## config.mk

```make
export PLATFORM = sky130hd
export DESIGN_NAME = periph_bus_arbiter
export DESIGN_NICKNAME = d
export VERILOG_FILES = /design/src/rtl/periph_bus_arbiter.sv
export SDC_FILE = /design/constraint.sdc
export NUM_CORES = 1
export LEC_CHECK = 0
export ABC_AREA = 1
export CAP_MARGIN = 25
export CORE_ASPECT_RATIO = 0.8
export CORE_MARGIN = 2
export CORE_UTILIZATION = 36
export CTS_BUF_LIST = sky130_fd_sc_hd__clkbuf_8
export DETAILED_ROUTE_END_ITERATION = 12
export PLACE_DENSITY = 0.79
export SKIP_LAST_GASP = 1
export SLEW_MARGIN = 5
export SYNTH_ARGS = -nofsm -noshare
export SYNTH_HDL_FRONTEND = slang
export SYNTH_SLANG_ARGS = --single-unit
```

## constraint.sdc

```tcl
create_clock -name clk -period 1.5 [get_ports clk]
set_input_delay 0.15 -clock clk [delete_from_list [all_inputs] [get_ports clk]]
set_output_delay 0.15 -clock clk [all_outputs]
set_load 0.03 [all_outputs]
```

## src/rtl/periph_bus_arbiter.sv

```systemverilog
// Two-master round-robin arbiter for the memory-mapped peripheral bus.
// Each grant yields exactly one single-cycle MemRead/MemWrite strobe and one ack pulse.
module periph_bus_arbiter #(
  parameter int ADDR_W    = 32,
  parameter int DATA_W    = 32,
  parameter int MAX_BURST = 4
) (
  input  logic              clk,
  input  logic              reset,
  input  logic              m0_req,
  input  logic              m0_we,
  input  logic              m0_lock,
  input  logic [ADDR_W-1:0] m0_addr,
  input  logic [DATA_W-1:0] m0_wdata,
  output logic              m0_ack,
  output logic [DATA_W-1:0] m0_rdata,
  input  logic              m1_req,
  input  logic              m1_we,
  input  logic              m1_lock,
  input  logic [ADDR_W-1:0] m1_addr,
  input  logic [DATA_W-1:0] m1_wdata,
  output logic              m1_ack,
  output logic [DATA_W-1:0] m1_rdata,
  output logic              per_MemRead,
  output logic              per_MemWrite,
  output logic [ADDR_W-1:0] per_Address,
  output logic [DATA_W-1:0] per_Write_data,
  input  logic [DATA_W-1:0] per_Read_data,
  output logic [1:0]        gnt,
  output logic [1:0]        dbg_state
);

  // Handshake: a master raises req with we/addr/wdata/lock stable and holds them
  // until it samples ack=1; on that edge it drops req or presents its next request.
  typedef enum logic [1:0] {IDLE = 2'd0, ACCESS = 2'd1, DONE = 2'd2} state_e;

  localparam int CNT_W = $clog2(MAX_BURST + 1);

  state_e             state_q, state_d;
  logic               rr_ptr_q, rr_ptr_d;
  logic [CNT_W-1:0]   burst_cnt_q, burst_cnt_d;
  logic               last_owner_q, last_owner_d;
  logic               we_q, we_d;
  logic [1:0]         gnt_q, gnt_d;
  logic               mem_read_q, mem_read_d;
  logic               mem_write_q, mem_write_d;
  logic [ADDR_W-1:0]  addr_q, addr_d;
  logic [DATA_W-1:0]  wdata_q, wdata_d;
  logic               ack0_q, ack0_d;
  logic               ack1_q, ack1_d;
  logic [DATA_W-1:0]  rdata0_q, rdata0_d;
  logic [DATA_W-1:0]  rdata1_q, rdata1_d;

  logic               win;
  logic               win_lock;
  logic [CNT_W-1:0]   base_cnt;

  always_comb begin
    state_d      = state_q;
    rr_ptr_d     = rr_ptr_q;
    burst_cnt_d  = burst_cnt_q;
    last_owner_d = last_owner_q;
    we_d         = we_q;
    gnt_d        = gnt_q;
    addr_d       = addr_q;
    wdata_d      = wdata_q;
    rdata0_d     = rdata0_q;
    rdata1_d     = rdata1_q;
    mem_read_d   = 1'b0;
    mem_write_d  = 1'b0;
    ack0_d       = 1'b0;
    ack1_d       = 1'b0;
    win          = 1'b0;
    win_lock     = 1'b0;
    base_cnt     = '0;

    case (state_q)
      IDLE: begin
        if (m0_req || m1_req) begin
          win      = (m0_req && m1_req) ? rr_ptr_q : m1_req;
          win_lock = win ? m1_lock : m0_lock;
          // A burst only continues while the same master keeps winning.
          base_cnt = (win == last_owner_q) ? burst_cnt_q : '0;
          if (win_lock && ((int'(base_cnt) + 1) < MAX_BURST)) begin
            burst_cnt_d = base_cnt + CNT_W'(1);
            rr_ptr_d    = win;
          end else begin
            burst_cnt_d = '0;
            rr_ptr_d    = ~win;
          end
          last_owner_d = win;
          we_d         = win ? m1_we    : m0_we;
          addr_d       = win ? m1_addr  : m0_addr;
          wdata_d      = win ? m1_wdata : m0_wdata;
          gnt_d        = win ? 2'b10 : 2'b01;
          mem_read_d   = ~we_d;
          mem_write_d  = we_d;
          state_d      = ACCESS;
        end
      end
      ACCESS: begin
        ack0_d = gnt_q[0];
        ack1_d = gnt_q[1];
        if (!we_q) begin
          if (gnt_q[0]) rdata0_d = per_Read_data;
          if (gnt_q[1]) rdata1_d = per_Read_data;
        end
        state_d = DONE;
      end
      DONE: begin
        gnt_d   = 2'b00;
        state_d = IDLE;
      end
      default: state_d = IDLE;
    endcase
  end

  always_ff @(posedge clk) begin
    if (reset) begin
      state_q      <= IDLE;
      rr_ptr_q     <= 1'b0;
      burst_cnt_q  <= '0;
      last_owner_q <= 1'b0;
      we_q         <= 1'b0;
      gnt_q        <= 2'b00;
      mem_read_q   <= 1'b0;
      mem_write_q  <= 1'b0;
      addr_q       <= '0;
      wdata_q      <= '0;
      ack0_q       <= 1'b0;
      ack1_q       <= 1'b0;
      rdata0_q     <= '0;
      rdata1_q     <= '0;
    end else begin
      state_q      <= state_d;
      rr_ptr_q     <= rr_ptr_d;
      burst_cnt_q  <= burst_cnt_d;
      last_owner_q <= last_owner_d;
      we_q         <= we_d;
      gnt_q        <= gnt_d;
      mem_read_q   <= mem_read_d;
      mem_write_q  <= mem_write_d;
      addr_q       <= addr_d;
      wdata_q      <= wdata_d;
      ack0_q       <= ack0_d;
      ack1_q       <= ack1_d;
      rdata0_q     <= rdata0_d;
      rdata1_q     <= rdata1_d;
    end
  end

  assign m0_ack         = ack0_q;
  assign m1_ack         = ack1_q;
  assign m0_rdata       = rdata0_q;
  assign m1_rdata       = rdata1_q;
  assign per_MemRead    = mem_read_q;
  assign per_MemWrite   = mem_write_q;
  assign per_Address    = addr_q;
  assign per_Write_data = wdata_q;
  assign gnt            = gnt_q;
  assign dbg_state      = state_q;

endmodule

```

==> flow_metrics.env <==
export IMPL_drtIter0Drc=337
export IMPL_grt_overflow=0
export IMPL_die_w_um=140.2
export IMPL_final_cell_mix="nand2_1, clkdlybuf4s50_1, dfxtp_1"
export IMPL_seqCellArea_um2=2846
export IMPL_hold_class="primary input to flop"
export IMPL_min_from="reset"
export IMPL_wl_met3_um=1571
export IMPL_syn_num_nets=878
export IMPL_diodes=0
export IMPL_critPathMaxFanout=3
export IMPL_cts_inserted_buffers=17
export IMPL_die_area_um2=15830
export IMPL_cap_violations=0
export IMPL_routed_via_count=5966
export IMPL_pin_count=304
export IMPL_cts_sinks=142
export IMPL_antenna_found_initial=0
export IMPL_multi_input_area_um2=2291
export IMPL_cts_root_buf="clkbuf_8"
export IMPL_hold_viol_final=0
export IMPL_met2WireLength_um=9223
export IMPL_grt_usage_pct=22.10
export IMPL_fin_tns_setup_ns=-0.02589
export IMPL_portBuffers=303
export IMPL_gp_congestion=0.8378
export IMPL_final_max_slew_viol_count=0
export IMPL_grt_start_max_net_pins=70
export IMPL_dp_hpwl_um=12720
export IMPL_fin_nets=1193
export IMPL_grt_pass1_wl_um=28230
export IMPL_rows=39
export IMPL_status="complete, but fails checks"
export IMPL_critical_path_arrival_ns=1.86
export IMPL_fmax_mhz=657.3
export IMPL_skew_ns=0.01206
export IMPL_hold_depth=2
export IMPL_end_kind="flop"
export IMPL_slew_headroom_pct=74.04
export IMPL_setup_violations_final=2
export IMPL_required_ns=1.84
export IMPL_min_to="dbg_state[1]"
export IMPL_htree_levels=4
export IMPL_preCtsSetupSlack_ns=-0.4629
export IMPL_die_h_um=113.0
export IMPL_netlist_instances=709
export IMPL_p_leak_nw=4.222
export IMPL_hold_buffers=0
export IMPL_cts_tree="built"
export IMPL_routedWlPerCell_um=15.72
export IMPL_routed_wl_um=19200
export IMPL_avgSynthCellArea_um2=7.534
export IMPL_antenna_left=0
export IMPL_violations="setup timing"
export IMPL_path_clk_slew_ns=0.08
export IMPL_drc=0
export IMPL_reg2reg_depth=14
export IMPL_final_common_cell="nand2_1"
export IMPL_total_power_w=0.009342
export IMPL_fin_crit_sh_pct=101.4
export IMPL_worstSetupStartpointType="flop"
export IMPL_path_class="flop to flop"
export IMPL_synthDistinctLibCells=23
export IMPL_vias_per_cell=4.886
export IMPL_peakVddDrop_mv=0.6288
export IMPL_placed_cell_area_um2=8701
export IMPL_r2r_setup_slack_ns=-0.02
export IMPL_worst_pin_slew_ns=0.3895
export IMPL_fin_crit_ns=1.521
export IMPL_cts_buffer_depth=2
export IMPL_first_global_vias=5494
export IMPL_clk_latency_ns=0.44
export IMPL_setup_slack_ns=-0.02134
export IMPL_dr_pass1_iters=5
export IMPL_core_um2=14400
export IMPL_fin_util_pct=63.76
export IMPL_initial_utilization_pct=37.11
export IMPL_syn_area_um2=5341
export IMPL_wl_met1_um=7988
export IMPL_syn_to_final_growth_pct=71.84
export IMPL_ys_seq_elements=142
export IMPL_highest_signal_layer="met4"
export IMPL_yosys_warnings=0
export IMPL_rr_endpoint="rr_ptr_q"
export IMPL_reg2reg_from="rr_ptr_q"
export IMPL_rsz0062_at_grt="yes"
export IMPL_design_area_um2=9179
export IMPL_nFillCells=1282
export IMPL_p_per_area_nw_per_um2=1018
export IMPL_ys_seq_area_share_pct=53.22
export IMPL_drive_gt1_share_pct=9.932
export IMPL_startpoint="rr_ptr_q"
-- kinds of logic after synthesis --
| logic type | Yosys count | synth area share, % |
|---|---|---|
| compound gates | 138 | 14.76 |
| fa+ha+maj | 1 | 0.2342 |
| buf+inv | 66 | 5.669 |
| simple gates | 362 | 26.12 |
| flops | 142 | 53.22 |
-- synthesized netlist by cell type (all sizes together) --
master / count / area [µm²]
buf: 22 / 136.4
a31oi: 64 / 400.4
nand2: 209 / 787.0
dfxtp: 142 / 2843
ha: 1 / 12.51
nand4: 3 / 18.77
nor3: 4 / 30.03
a211oi: 1 / 7.510
inv: 18 / 67.56
a31o: 1 / 8.760
clkbuf: 26 / 98.84
nor2: 141 / 534.3
a21oi: 4 / 20.02
nand3: 5 / 25.02
o21ai: 68 / 351.6
-- how the worst max path moves through the flow --
stage / endpoint / depth (start not counted)
final: rr_ptr_q / 14
after global routing: burst_cnt_q[0] / 13
after CTS: rr_ptr_q / 14
after detailed placement: rr_ptr_q / 13
after global placement: rr_ptr_q / 13
after floorplan: rr_ptr_q / 14
-- flip-flops by register name, summed over array words and instances (netlist names) --
name and cells:
m0_rdata 32, m1_rdata 32, per_Address 32, per_Write_data 32, burst_cnt_q 3, dbg_state 2, gnt 2, last_owner_q 1
m0_ack 1, m1_ack 1, per_MemRead 1, per_MemWrite 1, rr_ptr_q 1, we_q 1
-- power breakdown --
group | switching (W) | internal, W
sequential | 0.000132 | 0.00402
clock | 0.00171 | 0.00123
combinational | 0.00125 | 0.000999
-- metal layers --
layer,vias to the layer above,global-route usage [%]
met2,224,37.16
met4,0,7.407
met1,2769,26.67
met3,30,7.533
li1,2943,-
met5,-,0
-- area by class of cell --
cell class	count	share of cell area [%]
Tap cell	184	2.508
Multi-Input combinational cell	501	24.96
Timing Repair Buffer	344	36.46
Sequential cell	142	31.01
Clock buffer	17	2.549
Inverter	18	0.8451
Clock inverter	15	1.663
-- metrics by stage --
stage	std cells	hold WS, ns
after detailed placement	1177	0.4654
after global routing	1221	0.09162
after floorplan	709	0.2849
after CTS	1211	0.05639
final	1221	0.1088
after global placement	1177	0.4574
-- repair_timing --
action / 4_1_cts / 5_1_grt
hold endpoints to repair: 0 / 0
pin swaps: 7 / 6
gates resized for setup: 141 / 32
gates cloned: 0 / 5
buffers inserted: 2 / 5
setup endpoints to repair: 140 / 67
-- critical path: stages, from the launching register on --
cell     delay [ns]
dfxtp_2        0.34
inv_2          0.05
nand2_4        0.07
nand2_4        0.06
nand2_4        0.07
nand2_4        0.07
nor2_4         0.14
ha_4           0.15
nand2_2        0.04
nand4_1        0.11
nand3_2        0.09
nand2_1        0.08
nand3_2        0.05
nand2_1        0.06
inv_1          0.04
(Power assumes the default switching activity.)
